File: config.mk
export PLATFORM = sky130hd
export DESIGN_NAME = fetch_unit
export DESIGN_NICKNAME = d
export VERILOG_FILES = /design/src/rtl/fetch_unit.sv
export SDC_FILE = /design/constraint.sdc
export NUM_CORES = 1
export LEC_CHECK = 0
export CAP_MARGIN = 30
export CORE_ASPECT_RATIO = 1.4
export CORE_MARGIN = 8
export CORE_UTILIZATION = 35
export DETAILED_ROUTE_END_ITERATION = 6
export SLEW_MARGIN = 20
export SYNTH_ARGS = -nofsm -noshare
export SYNTH_HDL_FRONTEND = slang
export SYNTH_SLANG_ARGS = --single-unit
File: constraint.sdc
create_clock -name clk -period 4.2 [get_ports clk]
set_input_delay 1.05 -clock clk [delete_from_list [all_inputs] [get_ports clk]]
set_output_delay 1.05 -clock clk [all_outputs]
set_load 0.05 [all_outputs]
File: src/rtl/fetch_unit.sv
// fetch_unit: instruction fetch stage with a single-outstanding imem port and a small FIFO feeding decode.
// Optional FETCH_PERF_EN adds perf_inst_cnt / perf_stall_cnt counters.
module fetch_unit #(
    parameter logic [31:0] RESET_PC = 32'h0000_0000,
    parameter int FIFO_DEPTH = 2
) (
    input  logic        clk,
    input  logic        reset_n,
    input  logic        stall,
    input  logic        redirect_en,
    input  logic [31:0] redirect_pc,
    output logic        imem_req,
    output logic [31:0] imem_addr,
    input  logic        imem_ack,
    input  logic [31:0] imem_rdata,
    output logic [31:0] fetched_inst,
    output logic [31:0] fetched_pc,
    output logic        inst_valid
`ifdef FETCH_PERF_EN
    ,
    output logic [31:0] perf_inst_cnt,
    output logic [31:0] perf_stall_cnt
`endif
);
    localparam int AW = $clog2(FIFO_DEPTH);
    localparam logic [AW:0] DEPTH = (AW+1)'(FIFO_DEPTH);

    typedef enum logic [1:0] {IDLE, REQ, DROP} state_t;

    state_t      state, state_n;
    logic [31:0] next_pc, next_pc_n, addr_n;
    logic [31:0] mem_pc [FIFO_DEPTH];
    logic [31:0] mem_inst [FIFO_DEPTH];
    logic [AW-1:0] rd_ptr, wr_ptr;
    logic [AW:0] count, count_n;
    logic        ack, push, pop, credit, issue;

    // an ack with no request outstanding is never meaningful
    assign ack = imem_ack && imem_req;

    always_comb begin
        push = state == REQ && ack && !redirect_en;
        pop = !stall && !redirect_en && count != '0;
        count_n = redirect_en ? '0 : count + (AW+1)'(push) - (AW+1)'(pop);
        credit = count_n < DEPTH;
        state_n = state;
        issue = 1'b0;
        case (state)
            IDLE: if (credit && !redirect_en) begin
                issue = 1'b1;
                state_n = REQ;
            end
            REQ: if (ack) begin
                issue = push && credit;
                state_n = issue ? REQ : IDLE;
            end else if (redirect_en) begin
                state_n = DROP;
            end
            DROP: if (ack) state_n = IDLE;
            default: state_n = IDLE;
        endcase
        addr_n = issue ? next_pc : imem_addr;
        next_pc_n = redirect_en ? redirect_pc & ~32'd3 : issue ? next_pc + 32'd4 : next_pc;
    end

    always_ff @(posedge clk) begin
        if (!reset_n) begin
            state <= IDLE;
            imem_req <= 1'b0;
            imem_addr <= '0;
            next_pc <= RESET_PC;
            rd_ptr <= '0;
            wr_ptr <= '0;
            count <= '0;
            fetched_inst <= '0;
            fetched_pc <= '0;
            inst_valid <= 1'b0;
        end else begin
            state <= state_n;
            imem_req <= state_n != IDLE;
            imem_addr <= addr_n;
            next_pc <= next_pc_n;
            count <= count_n;
            rd_ptr <= redirect_en ? '0 : rd_ptr + AW'(pop);
            wr_ptr <= redirect_en ? '0 : wr_ptr + AW'(push);
            fetched_inst <= pop ? mem_inst[rd_ptr] : '0;
            fetched_pc <= pop ? mem_pc[rd_ptr] : '0;
            inst_valid <= pop;
        end
    end

    always_ff @(posedge clk) begin
        if (push) begin
            mem_pc[wr_ptr] <= imem_addr;
            mem_inst[wr_ptr] <= imem_rdata;
        end
    end

`ifdef FETCH_PERF_EN
    always_ff @(posedge clk) begin
        if (!reset_n) begin
            perf_inst_cnt <= '0;
            perf_stall_cnt <= '0;
        end else begin
            perf_inst_cnt <= perf_inst_cnt + 32'(pop);
            perf_stall_cnt <= perf_stall_cnt + 32'(stall && count != '0);
        end
    end
`endif

    // credit accounting makes a push into a full buffer impossible
    assert property (@(posedge clk) disable iff (!reset_n) push |-> (count < DEPTH || pop));
endmodule

# [After elaboration in Yosys (flattened, before gate mapping)]
# Memories as Yosys holds them, arrays and structs flattened. A register that Yosys moved wholly into a read port is not among the register bits.
# Cells that the tools add are included.
[op_classes] add_sub_neg=5 n_lt_le_gt_ge=1 n_eq_ne=2 mux=14 n_bitwise=1 reduce_logical=17
[ops] cell="$mux 32" n=2
[ops] cell="$add 32x3->32 const B" n=1
[ops] cell="$mux 2" n=5
[ops] cell="$logic_and 1x1->1" n=7
[ops] cell="$pmux 2 s3" n=1
[ops] cell="$reduce_bool 2->1" n=3
[ops] cell="$mux 1" n=5
[ops] cell="$logic_not 1->1" n=4
[ops] cell="$add 1x1->1" n=2
[ops] cell="$add 2x1->2" n=1
[ops] cell="$eq 2x1->1 const B" n=1
[ops] cell="$eq 2x2->1 const B" n=1
[ops] cell="$logic_not 2->1" n=1
[ops] cell="$lt 2x2->1 const B" n=1
[ops] cell="$pmux 1 s2" n=1
[ops] cell="$reduce_and 2->1" n=1
[ops] cell="$reduce_or 2->1" n=1
[ops] cell="$sub 2x1->2" n=1
[ops] cell="$not 1->1" n=1
[word_totals] ff_bits=72 mem_bits_rw=128 in_bits=69 out_inout_bits=98 elab_cells=51 n_memories=2
[mem_list] memory="mem_inst" depth=2 width=32 rd=1 rd_clocked_by_memory_dff=1 write_ports=1 line_no="33" source="logic [31:0] mem_inst [FIFO_DEPTH];"
[mem_list] memory="mem_pc" depth=2 width=32 rd=1 rd_clocked_by_memory_dff=1 write_ports=1 line_no="32" source="logic [31:0] mem_pc [FIFO_DEPTH];"

# [Logic depth before layout (Yosys ltp)]
[logic_depth] depth_word=12 mapped_depth=12 depth_no_buf=10

# [Worst setup path after synthesis]
# Ideal clock, no wire load.
[synth_path] path_type="in2reg" start="input redirect_en" end="register next_pc[15]" setup_ns=0.116 t_arrival_ns=3.707 t_required_ns=4.084 slack_ns=0.377 path_stages=11 n_path_buf=1 path_cell_list="clkbuf_1 -> nor2_1 -> nand4_1 -> ha_1 -> inv_1 -> ha_1 -> xor3_2 -> or3_4 -> or4_4 -> xnor2_1 -> o211a_1"
[synth_between] elab_chain_cells=10 elab_cells_between_ends=15 cone_classes="add/sub: 2; order compare: 1; mux: 5; reduce/logical: 7"
[synth_lines] item="start: declaration" line_no="10" source="input logic redirect_en,"
[synth_lines] item="$logic_not 1->1" line_no="42, 43, 49"
[synth_lines] item="$logic_and 1x1->1, on equally long branches" line_no="42, 43"
[synth_lines] item="$add 2x1->2 or $logic_and 1x1->1 (tied branches)" line_no="44, 43"
[synth_lines] item="$sub 2x1->2" line_no="44" source="count_n = redirect_en ? '0 : count + (AW+1)'(push) - (AW+1)'(pop);"
[synth_lines] item="$mux 2" line_no="44"
[synth_lines] item="$lt 2x2->1" line_no="45" source="credit = count_n < DEPTH;"
[synth_lines] item="$logic_and 1x1->1, on equally long branches" line_no="54, 49"
[synth_lines] item="$mux 1, on equally long branches" line_no="53, 49"
[synth_lines] item="$pmux 1 s2" line_no="48" source="case (state)"
[synth_lines] item="$reduce_bool 2->1 (no line)"
[synth_lines] item="end signal: assignment" line_no="82" source="next_pc <= next_pc_n;"
[synth_lines] item="end: declaration" line_no="31" source="logic [31:0] next_pc, next_pc_n, addr_n;"
# Parallel ways exist; a longest one is shown, timed or not.
# A chain may end at the register's enable or synchronous reset.

# [Final worst setup path]
[layout_path] start="input redirect_en" end="register next_pc[24]"
# Same word-level chain as after synthesis.

==> tab_implementation.tex <==
\begin{tabular}{lr}
\hline
Metric & Value \\
\hline
\multicolumn{2}{l}{\textbf{Outcome}} \\
\quad Result of the run & complete, no violations \\
\multicolumn{2}{l}{\textbf{Power and ir drop}} \\
\quad Proportion of power drawn by combinational gates & approximately 5.6\% \\
\quad Portion of total power attributed to sequential cells & 51.7\% \\
\quad Cell-internal power & roughly 4.0 mW \\
\quad Clk pwr share & 42.7\% \\
\quad Leakage component of the power & about 4.0 nW \\
\quad Sw Share & between 20\% and 30\% \\
\quad Switching power total & between 1 and 1.5 mW \\
\quad Peak ir drop on the vdd network & about 0.25 mV \\
\quad Pwr per Cell Area & approximately 430 nW/µm² \\
\multicolumn{2}{l}{\textbf{Worst setup path}} \\
\quad Ordered list of cells on the worst path & clkdlybuf4s50\_1 -> nor2\_1 -> nand4\_1 -> ha\_1 -> inv\_1 -> ha\_1 -> xor3\_2 -> or4\_4 -> or3\_1 -> o31ai\_1 -> a31o\_2 \\
\quad Critical path endpoint category & flop \\
\quad Path type of the worst setup path & primary input to flop \\
\quad Critical-path maximum fanout & 5 \\
\quad Worst Setup Start Kind & primary input \\
\quad Slowest Stage Delay on Critical Path & about 550 ps \\
\quad Count of cells along the worst register-to-register path & 10 \\
\quad CP required & about 4700 ps \\
\quad Capture point of the critical path & next\_pc[24]\$\_SDFFE\_PN0P\_ \\
\quad Standard cell with the maximum stage delay on the critical path & sky130\_fd\_sc\_hd\_\_or4\_4 \\
\quad Worst r2r dst & next\_pc[24]\$\_SDFFE\_PN0P\_ \\
\quad Start point of the critical path & redirect\_en \\
\quad Worst reg-to-reg setup slack & approximately 1100 ps \\
\quad Critical R2R Launch & state[1]\$\_SDFF\_PN0\_ \\
\quad Most common cell on crit path & sky130\_fd\_sc\_hd\_\_ha\_1 \\
\quad Worst path arrival time & 4140 ps \\
\multicolumn{2}{l}{\textbf{Logic synthesis}} \\
\quad Number of storage elements in the synthesis netlist & about 250 \\
\quad Warnings from Yosys & 0 \\
\quad Cell area after synthesis & 9060 µm² \\
\quad Share of Yosys cell area claimed by the top area cell type & between 40\% and 50\% \\
\quad Cell type with the highest aggregate area in the netlist & sky130\_fd\_sc\_hd\_\_edfxtp\_1 \\
\quad Avg Inst Size Synth & 12.5 µm² \\
\quad Most frequent cell after synthesis & sky130\_fd\_sc\_hd\_\_dfxtp\_1 \\
\quad Main area contributors after synthesis & sky130\_fd\_sc\_hd\_\_edfxtp\_1 41\%, sky130\_fd\_sc\_hd\_\_dfxtp\_1 29\%, sky130\_fd\_sc\_hd\_\_mux2i\_1 6.8\%, sky130\_fd\_sc\_hd\_\_nand2\_1 3.6\%, sky130\_fd\_sc\_hd\_\_nor2\_1 2.9\% \\
\quad Post-synth EDFFs & approximately 120 \\
\quad Most instantiated flip-flop cell in the synthesis netlist & sky130\_fd\_sc\_hd\_\_dfxtp\_1 \\
\quad FFs w/ async S/R, synth & 0\% \\
\quad Commonest cells post-synth & 130 x sky130\_fd\_sc\_hd\_\_dfxtp\_1, 124 x sky130\_fd\_sc\_hd\_\_edfxtp\_1, 88 x sky130\_fd\_sc\_hd\_\_nand2\_1 \\
\quad Synth Instances & between 700 and 800 \\
\quad Number of unique standard cell types used by synthesis & approximately 50 \\
\quad Sequential share of the synthesized area & 69.8\% \\
\multicolumn{2}{l}{\textbf{Global route}} \\
\quad Maximum number of pins on one net before global-route repair & between 40 and 50 \\
\quad Via count of the first global-routing pass & about 6000 \\
\quad Antenna violations before repair & 0 \\
\quad Overflow after GRT & 0 \\
\quad Global-route wire length before repair & around 33 mm \\
\quad Total GRT Usage & between 10\% and 20\% \\
\multicolumn{2}{l}{\textbf{Clock network}} \\
\quad Total number of clock tree sinks & 254 \\
\quad Cells resized by post-CTS repair & 0 \\
\quad Clk pin slew, worst setup/hold paths & around 60 ps \\
\quad CTS tree & yes \\
\quad Number of buffers added by the clock tree synthesis step & 24 \\
\quad Cts-stage hold buffer count & 0 \\
\quad CTS root buf & sky130\_fd\_sc\_hd\_\_clkbuf\_16 \\
\quad Number of levels the H-tree was split into & 1 \\
\quad Bufs on Longest Clock Path & 3 \\
\quad Setup bufs post-CTS & 0 \\
\quad Clock latency on the worst-skew pair & 510 ps \\
\multicolumn{2}{l}{\textbf{Timing}} \\
\quad Setup-violating endpoint count in the final report & 0 \\
\quad Final critical-path share of the clock period & 87.7\% \\
\quad Total negative slack & 0 ps \\
\quad Achievable clock frequency & $\sim$270 MHz \\
\quad Unrepaired setup endpoints after global routing & no \\
\quad Setup clock skew after layout & between 8 and 9 ps \\
\quad Worst relative slew slack & a little over two fifths \\
\quad Final-report hold violation count & 0 \\
\quad Transition time at the pin with the least slew margin & $\sim$840 ps \\
\quad Minimum clock period after layout & 3690 ps \\
\quad Final slew viol count & 0 \\
\multicolumn{2}{l}{\textbf{Routing}} \\
\quad DRT antenna net count & 0 \\
\quad Via total after detailed routing & 5847 \\
\quad Drt via density & around 4.8 \\
\quad Initial DRC Count & roughly 320 \\
\quad Drt drc & 0 \\
\quad Routed Wire Length & between 20 and 25 mm \\
\quad Routed length per instance & 16.9 µm \\
\quad DRT Pass-1 Iters & 4 \\
\multicolumn{2}{l}{\textbf{Floorplan}} \\
\quad Overall die area & about 31000 µm² \\
\quad Die width & between 150 and 200 µm \\
\quad Core Footprint & approximately 25000 µm² \\
\quad Top-level port count & $\sim$170 \\
\quad Height of the die & approximately 210 µm \\
\quad Number of core rows & 69 \\
\quad Initial standard-cell utilization of the core & a little over a third \\
\multicolumn{2}{l}{\textbf{Layout}} \\
\quad Synth-to-Final Area Change & 31.9\% \\
\quad Count of inserted antenna diode cells & 0 \\
\quad Number of nets in the layout & around 970 \\
\quad Final Instance Count excl. Fillers & 1228 \\
\quad Layout cells sized above 1 & between 8 and 9\% \\
\multicolumn{2}{l}{\textbf{Run}} \\
\quad Number of max-cap violations & 0 \\
\multicolumn{2}{l}{\textbf{Placement}} \\
\quad Total placed cells including tap cells & roughly 1200 \\
\quad Global placer's final weighted congestion & approximately 0.87 \\
\quad IO buf count & 160 \\
\quad Final HPWL DP & roughly 14 mm \\
\multicolumn{2}{l}{\textbf{Worst hold path}} \\
\quad Classification of the worst-slack hold path & flop to flop \\
\hline
\end{tabular}
## layout by cell type, fill, tap and decap left out, types with 3 or more instances in the layout
master	count
sky130_fd_sc_hd__o21ai_0	22
sky130_fd_sc_hd__a31oi_1	6
sky130_fd_sc_hd__nand3_1	14
sky130_fd_sc_hd__clkinvlp_4	4
sky130_fd_sc_hd__inv_1	9
sky130_fd_sc_hd__xnor2_1	9
sky130_fd_sc_hd__edfxtp_1	124
sky130_fd_sc_hd__o211a_1	3
sky130_fd_sc_hd__nand4_1	13
sky130_fd_sc_hd__nor2b_1	3
sky130_fd_sc_hd__xor2_1	6
sky130_fd_sc_hd__and3_1	3
sky130_fd_sc_hd__conb_1	4
sky130_fd_sc_hd__nor2_1	71
sky130_fd_sc_hd__o211ai_1	4
sky130_fd_sc_hd__a21oi_1	53
sky130_fd_sc_hd__or2_2	3
sky130_fd_sc_hd__ha_1	3
sky130_fd_sc_hd__nand2b_1	3
sky130_fd_sc_hd__nand2_1	87
sky130_fd_sc_hd__buf_4	15
sky130_fd_sc_hd__nor4_1	6
sky130_fd_sc_hd__clkbuf_16	26
sky130_fd_sc_hd__clkdlybuf4s50_1	160
sky130_fd_sc_hd__or3_1	6
sky130_fd_sc_hd__dfxtp_1	129
sky130_fd_sc_hd__a211oi_1	3
sky130_fd_sc_hd__clkinv_2	7
sky130_fd_sc_hd__mux2i_1	62
sky130_fd_sc_hd__buf_12	4
sky130_fd_sc_hd__nor3_1	10
## registers in the layout (all words and copies together), names as in the netlist
register / flops
mem_inst: 64
mem_pc: 60
fetched_inst: 32
fetched_pc: 30
imem_addr: 30
next_pc: 30
count: 2
state: 2
imem_req: 1
inst_valid: 1
rd_ptr: 1
wr_ptr: 1
## cell type report
| cell class | instances | area (µm²) |
|---|---|---|
| clock buffers | 29 | 682 |
| clock inverters | 15 | 143 |
| multi-input cells | 422 | 2560 |
| well taps | 319 | 399 |
| inverters | 10 | 37.5 |
| flip-flops and latches | 254 | 6330 |
| fillers | 2353 | 13400 |
| repair buffers | 179 | 1790 |
## power groups by stage
| stage | Sequential (mW) | Clock (mW) | Combinational, mW |
|---|---|---|---|
| floorplan | 2.76 | 0 | 0.117 |
| global placement | 2.73 | 0 | 0.292 |
| detailed placement | 2.73 | 0 | 0.294 |
| CTS | 2.68 | 2.28 | 0.296 |
| global route | 2.68 | 2.38 | 0.318 |
| finish | 2.68 | 2.21 | 0.293 |
## stage by stage
stage	area [µm²]	setup slack [ps]	hold slack [ps]	utilization [%]	power [mW]
after floorplan	9070	377	452	-	2.88
after global placement	11100	70.7	457	43.8	3.02
after detailed placement	11100	20.6	464	43.8	3.03
after CTS	11900	545	479	47.1	5.25
after global routing	11900	389	493	47.1	5.38
final	11900	515	476	47.1	5.19
## worst max-delay path, delay by kind of cell
family                   cells  cell delay, ps
buffers and inverters        2             500
XOR/XNOR                     1             420
AND/OR/NAND/NOR              4            1270
adder cells (fa/ha/maj)      2             500
AO/OA/AOI/OAI                2             390
## kinds of logic (layout without fill, tap and decap cells)
kind of cell    after synthesis  count (layout)  share of synthesized area (%)
simple gates                235             235                           12.3
fa+ha+maj                     5               5                          0.691
flops                       254             254                           69.8
mux                          62              62                           6.85
buf+inv                      50             233                           2.31
xor+xnor                     16              16                           1.73
other cells                   1               4                         0.0414
compound gates              100             100                           6.30
## layer usage
layer / part of all wire, % / GRT usage (%) / wire (µm) / vias to the layer above
met5: 0 / 0 / 0 / -
met4: 1.8 / 4.25 / 374 / 0
met3: 4.5 / 2.60 / 934 / 24
met2: 52 / 23.8 / 10800 / 146
met1: 41 / 14.9 / 8600 / 2762
li1: - / - / - / 2915
## worst min-delay path by stage
stage	cells after the start	from	to	slack [ps]
5_1_grt	0	imem_addr[14]$_SDFFE_PN0P_	mem_pc[0][14]$_DFFE_PP_	490
3_5_place_dp	2	mem_pc[0][12]$_DFFE_PP_	fetched_pc[12]$_SDFF_PN0_	460
2_1_floorplan	2	next_pc[26]$_SDFFE_PN0P_	imem_addr[26]$_SDFFE_PN0P_	450
3_3_place_gp	2	mem_inst[0][28]$_DFFE_PP_	fetched_inst[28]$_SDFF_PN0_	460
4_1_cts	2	mem_inst[0][25]$_DFFE_PP_	fetched_inst[25]$_SDFF_PN0_	480
6_report	2	mem_inst[0][25]$_DFFE_PP_	fetched_inst[25]$_SDFF_PN0_	480
(Power assumes the default switching activity.)
